$ cat src/rtl/synapse_stimulus_sequencer_if.sv
// ============================================================================
// Module : synapse_stimulus_sequencer_if
// Brief  : Picture, synapse-matrix, neuron-block and result signals of the sequencer
// Rev    : 1.0
// ============================================================================
`timescale 1ns/1ps
`default_nettype none

interface synapse_stimulus_sequencer_if #(
  parameter int NUM_AXONS   = 256,
  parameter int AXON_W      = 8,
  parameter int NUM_NEURONS = 16
);
  logic                     pic_valid;
  logic                     pic_ready;
  logic [NUM_AXONS-1:0]     pic_axons;
  logic signed [15:0]       pic_bias;

  logic                     syn_req;
  logic [AXON_W-1:0]        syn_addr;
  logic                     syn_ack;
  logic [NUM_NEURONS-1:0]   syn_data;

  logic signed [15:0]       nrn_stimuli;
  logic [NUM_NEURONS-1:0]   nrn_connection;
  logic                     nrn_enable;
  logic                     nrn_picture_done;
  logic [NUM_NEURONS-1:0]   nrn_spike;

  logic [NUM_NEURONS-1:0]   result_spikes;
  logic                     result_valid;
  logic                     err_timeout;

  // master = sequencer side, slave = environment (host, NVM, neuron block)
  modport master (
    input  pic_valid, pic_axons, pic_bias, syn_ack, syn_data, nrn_spike,
    output pic_ready, syn_req, syn_addr, nrn_stimuli, nrn_connection, nrn_enable,
           nrn_picture_done, result_spikes, result_valid, err_timeout
  );

  modport slave (
    output pic_valid, pic_axons, pic_bias, syn_ack, syn_data, nrn_spike,
    input  pic_ready, syn_req, syn_addr, nrn_stimuli, nrn_connection, nrn_enable,
           nrn_picture_done, result_spikes, result_valid, err_timeout
  );
endinterface

`default_nettype wire

$ cat src/rtl/synapse_stimulus_sequencer.sv
// ============================================================================
// Module : synapse_stimulus_sequencer
// Brief  : Sequences one picture: bias, per-axon synapse row fetch/apply, sample, clear
// Rev    : 1.0
// ============================================================================
`timescale 1ns/1ps
`default_nettype none

module synapse_stimulus_sequencer #(
  parameter int                 NUM_AXONS   = 256,
  parameter int                 AXON_W      = 8,
  parameter int                 NUM_NEURONS = 16,
  parameter logic signed [15:0] STIM_VAL    = 16'sd1,
  parameter int                 ACK_TIMEOUT = 15
) (
  input  wire logic clk,
  input  wire logic rst,
  synapse_stimulus_sequencer_if.master bus
);

  localparam int                CNT_W    = $clog2(ACK_TIMEOUT + 1);
  localparam logic [AXON_W-1:0] LAST_PTR = AXON_W'(NUM_AXONS - 1);
  localparam logic [CNT_W-1:0]  CNT_LAST = CNT_W'(ACK_TIMEOUT - 1);

  typedef enum logic [2:0] {
    S_IDLE   = 3'd0,
    S_BIAS   = 3'd1,
    S_SCAN   = 3'd2,
    S_REQ    = 3'd3,
    S_APPLY  = 3'd4,
    S_SETTLE = 3'd5,
    S_SAMPLE = 3'd6,
    S_CLEAR  = 3'd7
  } state_t;

  state_t                  state;
  logic [NUM_AXONS-1:0]    axons;
  logic [AXON_W-1:0]       ptr;
  logic [CNT_W-1:0]        wait_cnt;
  logic                    syn_req;
  logic signed [15:0]      nrn_stimuli;
  logic [NUM_NEURONS-1:0]  nrn_connection;
  logic                    nrn_enable;
  logic                    nrn_picture_done;
  logic [NUM_NEURONS-1:0]  result_spikes;
  logic                    result_valid;
  logic                    err_timeout;

  // Outputs are registered on the transition into the state that owns them,
  // so each strobe is high exactly during its state's cycle.
  always_ff @(posedge clk) begin
    if (rst) begin
      state            <= S_IDLE;
      axons            <= '0;
      ptr              <= '0;
      wait_cnt         <= '0;
      syn_req          <= 1'b0;
      nrn_stimuli      <= '0;
      nrn_connection   <= '0;
      nrn_enable       <= 1'b0;
      nrn_picture_done <= 1'b0;
      result_spikes    <= '0;
      result_valid     <= 1'b0;
      err_timeout      <= 1'b0;
    end else begin
      nrn_stimuli      <= '0;
      nrn_connection   <= '0;
      nrn_enable       <= 1'b0;
      nrn_picture_done <= 1'b0;
      result_valid     <= 1'b0;

      case (state)
        S_IDLE: begin
          if (bus.pic_valid) begin
            axons          <= bus.pic_axons;
            ptr            <= '0;
            err_timeout    <= 1'b0;
            nrn_enable     <= 1'b1;
            nrn_connection <= '1;
            nrn_stimuli    <= bus.pic_bias;
            state          <= S_BIAS;
          end
        end

        S_BIAS: state <= S_SCAN;

        S_SCAN: begin
          if (axons[ptr]) begin
            syn_req  <= 1'b1;
            wait_cnt <= '0;
            state    <= S_REQ;
          end else if (ptr == LAST_PTR) begin
            state <= S_SETTLE;
          end else begin
            ptr <= ptr + 1'b1;
          end
        end

        S_REQ: begin
          if (bus.syn_ack) begin
            syn_req <= 1'b0;
            state   <= S_APPLY;
            // An all-zero row connects to nothing, so it gets no apply strobe.
            if (bus.syn_data != '0) begin
              nrn_enable     <= 1'b1;
              nrn_connection <= bus.syn_data;
              nrn_stimuli    <= STIM_VAL;
            end
          end else if (wait_cnt == CNT_LAST) begin
            syn_req     <= 1'b0;
            err_timeout <= 1'b1;
            state       <= S_APPLY;
          end else begin
            wait_cnt <= wait_cnt + 1'b1;
          end
        end

        S_APPLY: begin
          if (ptr == LAST_PTR) begin
            state <= S_SETTLE;
          end else begin
            ptr   <= ptr + 1'b1;
            state <= S_SCAN;
          end
        end

        S_SETTLE: begin
          result_spikes <= bus.nrn_spike;
          result_valid  <= 1'b1;
          state         <= S_SAMPLE;
        end

        S_SAMPLE: begin
          nrn_picture_done <= 1'b1;
          state            <= S_CLEAR;
        end

        S_CLEAR: state <= S_IDLE;

        default: state <= S_IDLE;
      endcase
    end
  end

  assign bus.pic_ready        = (state == S_IDLE) && !rst;
  assign bus.syn_req          = syn_req;
  assign bus.syn_addr         = ptr;
  assign bus.nrn_stimuli      = nrn_stimuli;
  assign bus.nrn_connection   = nrn_connection;
  assign bus.nrn_enable       = nrn_enable;
  assign bus.nrn_picture_done = nrn_picture_done;
  assign bus.result_spikes    = result_spikes;
  assign bus.result_valid     = result_valid;
  assign bus.err_timeout      = err_timeout;

endmodule

`default_nettype wire

$ cat src/flat_wrapper.sv
// flat-port wrapper written by rule: the top's interface ports become plain ports
module synapse_stimulus_sequencer_flat 
#(
  parameter int                 NUM_AXONS   = 256,
  parameter int                 AXON_W      = 8,
  parameter int                 NUM_NEURONS = 16,
  parameter logic signed [15:0] STIM_VAL    = 16'sd1,
  parameter int                 ACK_TIMEOUT = 15
)
  (clk, rst, bus_pic_valid, bus_pic_axons, bus_pic_bias, bus_syn_ack, bus_syn_data, bus_nrn_spike, bus_pic_ready, bus_syn_req, bus_syn_addr, bus_nrn_stimuli, bus_nrn_connection, bus_nrn_enable, bus_nrn_picture_done, bus_result_spikes, bus_result_valid, bus_err_timeout);
  synapse_stimulus_sequencer_if #(.NUM_AXONS(NUM_AXONS), .AXON_W(AXON_W), .NUM_NEURONS(NUM_NEURONS)) bus_i ();
  input  wire logic clk;
  input  wire logic rst;
  input wire logic [$bits(bus_i.pic_valid)-1:0] bus_pic_valid;
  input wire logic [$bits(bus_i.pic_axons)-1:0] bus_pic_axons;
  input wire logic [$bits(bus_i.pic_bias)-1:0] bus_pic_bias;
  input wire logic [$bits(bus_i.syn_ack)-1:0] bus_syn_ack;
  input wire logic [$bits(bus_i.syn_data)-1:0] bus_syn_data;
  input wire logic [$bits(bus_i.nrn_spike)-1:0] bus_nrn_spike;
  output wire logic [$bits(bus_i.pic_ready)-1:0] bus_pic_ready;
  output wire logic [$bits(bus_i.syn_req)-1:0] bus_syn_req;
  output wire logic [$bits(bus_i.syn_addr)-1:0] bus_syn_addr;
  output wire logic [$bits(bus_i.nrn_stimuli)-1:0] bus_nrn_stimuli;
  output wire logic [$bits(bus_i.nrn_connection)-1:0] bus_nrn_connection;
  output wire logic [$bits(bus_i.nrn_enable)-1:0] bus_nrn_enable;
  output wire logic [$bits(bus_i.nrn_picture_done)-1:0] bus_nrn_picture_done;
  output wire logic [$bits(bus_i.result_spikes)-1:0] bus_result_spikes;
  output wire logic [$bits(bus_i.result_valid)-1:0] bus_result_valid;
  output wire logic [$bits(bus_i.err_timeout)-1:0] bus_err_timeout;
  assign bus_i.pic_valid = bus_pic_valid;
  assign bus_i.pic_axons = bus_pic_axons;
  assign bus_i.pic_bias = bus_pic_bias;
  assign bus_i.syn_ack = bus_syn_ack;
  assign bus_i.syn_data = bus_syn_data;
  assign bus_i.nrn_spike = bus_nrn_spike;
  assign bus_pic_ready = bus_i.pic_ready;
  assign bus_syn_req = bus_i.syn_req;
  assign bus_syn_addr = bus_i.syn_addr;
  assign bus_nrn_stimuli = bus_i.nrn_stimuli;
  assign bus_nrn_connection = bus_i.nrn_connection;
  assign bus_nrn_enable = bus_i.nrn_enable;
  assign bus_nrn_picture_done = bus_i.nrn_picture_done;
  assign bus_result_spikes = bus_i.result_spikes;
  assign bus_result_valid = bus_i.result_valid;
  assign bus_err_timeout = bus_i.err_timeout;
  synapse_stimulus_sequencer #(.NUM_AXONS(NUM_AXONS), .AXON_W(AXON_W), .NUM_NEURONS(NUM_NEURONS), .STIM_VAL(STIM_VAL), .ACK_TIMEOUT(ACK_TIMEOUT)) u_core (.clk(clk), .rst(rst), .bus(bus_i));
endmodule
$ cat config.mk
export PLATFORM = sky130hd
export DESIGN_NAME = synapse_stimulus_sequencer_flat
export DESIGN_NICKNAME = d
export VERILOG_FILES = /design/src/rtl/synapse_stimulus_sequencer_if.sv /design/src/rtl/synapse_stimulus_sequencer.sv /design/src/flat_wrapper.sv
export SDC_FILE = /design/constraint.sdc
export NUM_CORES = 1
export LEC_CHECK = 0
export ABC_CLOCK_PERIOD_IN_PS = 3630
export CORE_MARGIN = 10
export CORE_UTILIZATION = 49
export CTS_CLUSTER_SIZE = 20
export DETAILED_ROUTE_END_ITERATION = 16
export HOLD_SLACK_MARGIN = 0.06
export PLACE_DENSITY = 0.84
export SLEW_MARGIN = 25
export SYNTH_ARGS = -nofsm -noshare
export SYNTH_HDL_FRONTEND = slang
export SYNTH_SLANG_ARGS = --single-unit
export TNS_END_PERCENT = 30
$ cat constraint.sdc
create_clock -name clk -period 3.63 [get_ports clk]
set_input_delay 0.5445 -clock clk [delete_from_list [all_inputs] [get_ports clk]]
set_output_delay 0.5445 -clock clk [all_outputs]
set_load 0.03 [all_outputs]
== Word level (Yosys, flattened, before mapping) ==
Cells that the tools add are included.
W data, S select, Z words.
Cells by class
  multiply operators: 0
  div/mod/pow operators: 0
  order comparisons: 1
  reduce and logical (&&, ||, !) cells: 13
  equality and inequality tests: 17
  bitwise gates (word level): 0
  add/sub/neg operators: 2
  mux-type cells: 39
  shift operators: 0
Operator list (number)
  $mux W16: 5
  $pmux W16 S2: 2
  $mux W8: 3
  $pmux W3 S8: 1
  $pmux W8 S3: 1
  $mux W3: 6
  $reduce_bool A16 Y1: 1
  $mux W1: 13
  $eq A3 B3 Y1 const B: 4
  $mux W4: 3
  $lt A8 B9 Y1 const B: 1
  $reduce_and A3 Y1: 3
  $add A8 B1 Y8 const B: 1
  $bmux W1 S8: 1
  $eq A8 B8 Y1 const B: 1
  $ne A2 B2 Y1 const B: 4
  $pmux W4 S2: 1
  $reduce_and A4 Y1: 2
  $eq A3 B2 Y1 const B: 2
  $pmux W1 S2: 3
  $add A4 B1 Y4 const B: 1
  $eq A4 B4 Y1 const B: 1
  $ne A2 B1 Y1 const B: 2
  $reduce_bool A2 Y1: 2
  8 further kinds: 8
Storage, ports and cells
  memories kept: 0
  latch bits: 0
  ROM bits: 0
  bits in registers: 324
  bits in writable memories: 0
  output and inout bits: 62
  bits of input ports: 308

== Logic depth before layout (Yosys ltp) ==
  depth in word-level cells: 4
  mapped depth: 14

== Worst setup path before layout ==
No wires, ideal clock.
  path kind: register to register
  start point: reg u_core.ptr[1], in the netlist u_core.bus.syn_addr[1]
  end point: reg u_core.ptr[6], in the netlist u_core.bus.syn_addr[6]
  arrival time: 3379 ps
  cell stages (with the launch flop): 11
  clock period less this slack: 3474 ps
  slack: 156 ps
  cells stage by stage: dfxtp_1 -> buf_4 -> buf_6 -> mux4_2 -> mux4_2 -> mux4_2 -> mux2i_1 -> o32ai_2 -> a211oi_4 -> nand4_1 -> a221oi_1
On the way
  word-level cells in the longest chain between the ends: 4
RTL lines
  start, declared: RTL line synapse_stimulus_sequencer.sv:38  | logic [AXON_W-1:0] ptr;
  start signal, assigned: RTL line synapse_stimulus_sequencer.sv:95  | ptr <= ptr + 1'b1;
  start signal, assigned: RTL line synapse_stimulus_sequencer.sv:122  | ptr <= ptr + 1'b1;
  $bmux W1 S8, or another cell as far along: RTL line synapse_stimulus_sequencer.sv:88  | if (axons[ptr]) begin
  $mux W1 (implied by the code) / $mux W8 (equally long branches): RTL line synapse_stimulus_sequencer.sv:88, synapse_stimulus_sequencer.sv:92, synapse_stimulus_sequencer.sv:119
  $ne A2 B2 Y1 (no line) / $mux W8 (equally long branches)
  $reduce_and A3 Y1 (no line) / $pmux W8 S3 (equally long branches)
Parallel ways exist; a longest one is shown, timed or not. The select of a mux whose other input is x is not followed.
A chain may end at the register's enable or synchronous reset.

== Worst setup path in the final report ==
  start point: reg u_core.ptr[1], in the netlist u_core.bus.syn_addr[1]
  end point: reg u_core.ptr[0], in the netlist u_core.bus.syn_addr[0]
On the way
  word-level cells in the longest chain between the ends: 4
RTL lines (RTL line)
  $bmux W1 S8 / $eq A8 B8 Y1 (equally long branches): synapse_stimulus_sequencer.sv:88, synapse_stimulus_sequencer.sv:92, synapse_stimulus_sequencer.sv:119
  $mux W1 (implied by the code) / $mux W8 (equally long branches)
  $ne A2 B2 Y1 (no line) / $mux W8 (equally long branches)
  $reduce_and A3 Y1 (no line) / $pmux W8 S3 (equally long branches)
Parallel ways exist; a longest one is shown, timed or not. The select of a mux whose other input is x is not followed.

==> results.py <==
metrics = {
    "run_status": {
        "status": "finished, final reports clean",
    },
    "clock_network": {
        "ctsHoldBuffers": 0,
        "cts.root.buffer_cell": "clkbuf_16",
        "worstSkewPairLatency_ns": 0.51,
        "htreeDepth": 2,
        "clockBufferDepth": 3,
        "path_clk_slew_ns": 0.06,
        "cts.sinks": 324,
        "cts_inserted_buffers": 36,
        "tritoncts": "yes",
    },
    "place": {
        "portBuffers": 369,
        "hpwl_mm": 32.6,
        "place_congestion": 0.929,
        "place_inst": 2259,
    },
    "timing": {
        "setup_viol": 0,
        "rsz0062_at_grt": "false",
        "fmax_mhz": 290,
        "hold_viol": 0,
        "timing.final.crit_period_ns": 3.45,
        "finClkSkew_ns": 0.0176,
        "final.period_utilization": 0.952,
        "slew_viol_final": 0,
        "worst_slew_pin_slew_ns": 1.05,
        "slew_headroom": 0.301,
        "tns_ns": 0,
    },
    "route": {
        "drc": 0,
        "ant_nets": 0,
        "vias": 12900,
        "wl_mm": 44.8,
        "drtIter0Drc": 1569,
        "dr.pass1.iters": 6,
        "routedWlPerCell_um": 19.2,
        "routed_via_density": 5.53,
    },
    "synth": {
        "ys_seq_area_frac": 0.478,
        "syn-num-nets": 1930,
        "synth-edff-count": 0,
        "yosys_warnings": 0,
        "ys_async_sr_fraction": 0,
        "synthDominantCellAreaShare": 0.478,
        "ys_ff_latch": 324,
        "ys_types": 56,
        "synth.avg_cell_area_um2": 8.38,
        "synthCells": 1619,
        "synthesis.area_um2": 13600,
        "synth_largest_area_cell": "dfxtp_1",
        "synth.area.top_cells": "dfxtp_1 (48%), nand2_1 (16%), a21oi_1 (11%)",
        "ys.flop_type": "dfxtp_1",
    },
    "floorplan": {
        "die_y_um": 186,
        "die_w_um": 186,
        "ios": 370,
        "core_region_area_um2": 27100,
        "fp.dieArea_um2": 34700,
        "rows": 60,
        "initial_core_util": 0.500,
    },
    "hold_path": {
        "min_path_cells": 2,
        "hold_class": "primary input to flip-flop",
    },
    "worst_setup_path": {
        "crit_fanout": 8,
        "cp-end-kind": "flip-flop",
        "required_ns": 4.02,
        "r2r_cells": 10,
        "cp-start-kind": "flip-flop",
        "crit_type": "flip-flop to flip-flop",
        "cp.arrival_ns": 3.84,
    },
    "global_routing": {
        "antenna_found_initial": 1,
        "grt.total_usage": 0.243,
        "grt_max_degree": 107,
        "grt_pass1_wl_mm": 69.5,
        "first_global_vias": 12700,
        "gr-total-overflow": 0,
    },
    "layout": {
        "nets": 2242,
        "layout_commonest_cell": "nand2_1",
        "final_cell_mix": "nand2_1 (565), clkdlybuf4s50_1 (368), dfxtp_1 (320)",
        "finalNonFillerCells": 2331,
        "syn_to_final_growth_pct": 38.6,
        "drive_gt1_frac": 0.0848,
    },
    "pwr": {
        "leakagePower_uw": 0.00673,
        "p_per_area_nw_per_um2": 493,
        "peakVddDrop_v": 0.000267,
    },
    "run": {
        "cap_violations": 0,
    },
}
-- sequential cells by signal, indices dropped and copies added, names as in the netlist, 3 cells and up --
signal	flops
u_core.bus.nrn_connection	16
u_core.wait_cnt	4
u_core.bus.result_spikes	16
u_core.state	3
u_core.bus.syn_addr	8
u_core.bus.nrn_stimuli	16
u_core.axons	256
-- worst paths after layout --
check,startpoint,to,slack (ns)
hold reg to reg,u_core.axons[26],u_core.axons[26],0.45
hold / removal,rst,u_core.axons[189],0.29
setup reg to reg,u_core.bus.syn_addr[1],u_core.bus.syn_addr[0],0.18
setup / recovery,u_core.bus.syn_addr[1],u_core.bus.syn_addr[0],0.18
-- cells in the mapped netlist (6+ instances only) --
library cell,n
mux2_2,13
inv_1,8
mux2i_1,43
nand4_1,7
and3_1,22
o21ai_0,8
clkbuf_1,111
nor3_1,7
buf_2,8
nand2_1,565
nand3_1,17
a31oi_1,6
o22ai_1,9
nor3b_1,6
mux4_2,46
a21oi_1,289
dfxtp_1,324
nor2_1,28
o21a_1,17
nor4_1,8
-- layer usage --
| layer | up-vias | part of all wire | global-route usage |
|---|---|---|---|
| met5 | - | 0 | 0 |
| met4 | 0 | 0.029 | 0.0782 |
| met3 | 86 | 0.085 | 0.0626 |
| met2 | 578 | 0.49 | 0.412 |
| met1 | 6066 | 0.39 | 0.294 |
| li1 | 6166 | - | - |
-- cell type report --
class / count / area [um2]
clock buffer: 48 / 1010
inverter: 8 / 30.0
sequential: 324 / 6490
fill: 2008 / 8300
multi-input combinational: 1156 / 6530
clock inverter: 17 / 168
timing repair buffer: 405 / 4110
antenna: 1 / 2.50
tap: 372 / 465
-- cell families after synthesis --
logic type | count (synthesis) | synth area share
buffers and inverters | 139 | 0.0429
multiplexers | 102 | 0.119
AO/OA/AOI/OAI | 373 | 0.155
flip-flops | 324 | 0.478
AND/OR/NAND/NOR | 678 | 0.202
adder cells (fa/ha/maj) | 3 | 0.00277
-- report_power, final --
group | internal, uW | switching [uW] | leakage (uW)
Sequential | 3850 | 183 | 0.00265
Combinational | 764 | 855 | 0.00349
Clock | 2170 | 1450 | 0.000591
-- repair_timing --
item                       in CTS  in global routing
pin swaps                       0                  1
hold endpoints to repair        0                  0
resized for setup               1                  2
buffers inserted                0                  6
setup endpoints to repair       3                  9
cloned                          0                  0
-- metrics by stage --
stage          hold WS (ns)  power (uW)   util  setup slack (ns)  instance area [um2]
2_1_floorplan         0.433        4960      -             0.156                13600
3_3_place_gp          0.439        5640  0.648             0.158                17500
3_5_place_dp          0.446        5690  0.648           -0.0607                17500
4_1_cts               0.272        9300  0.691            0.0420                18700
5_1_grt               0.283        9640  0.694            0.0801                18800
6_report              0.287        9270  0.694             0.176                18800
-- critical path, cell delays in order, from the launching register on --
cell,delay [ns]
dfxtp_4,0.42
buf_12,0.15
mux4_2,0.50
mux4_2,0.48
mux4_2,0.51
mux2i_1,0.28
o32ai_4,0.20
buf_4,0.22
a21oi_1,0.17
a21oi_1,0.10
mux2_2,0.30
No activity file was read; power rests on OpenSTA's default activity.
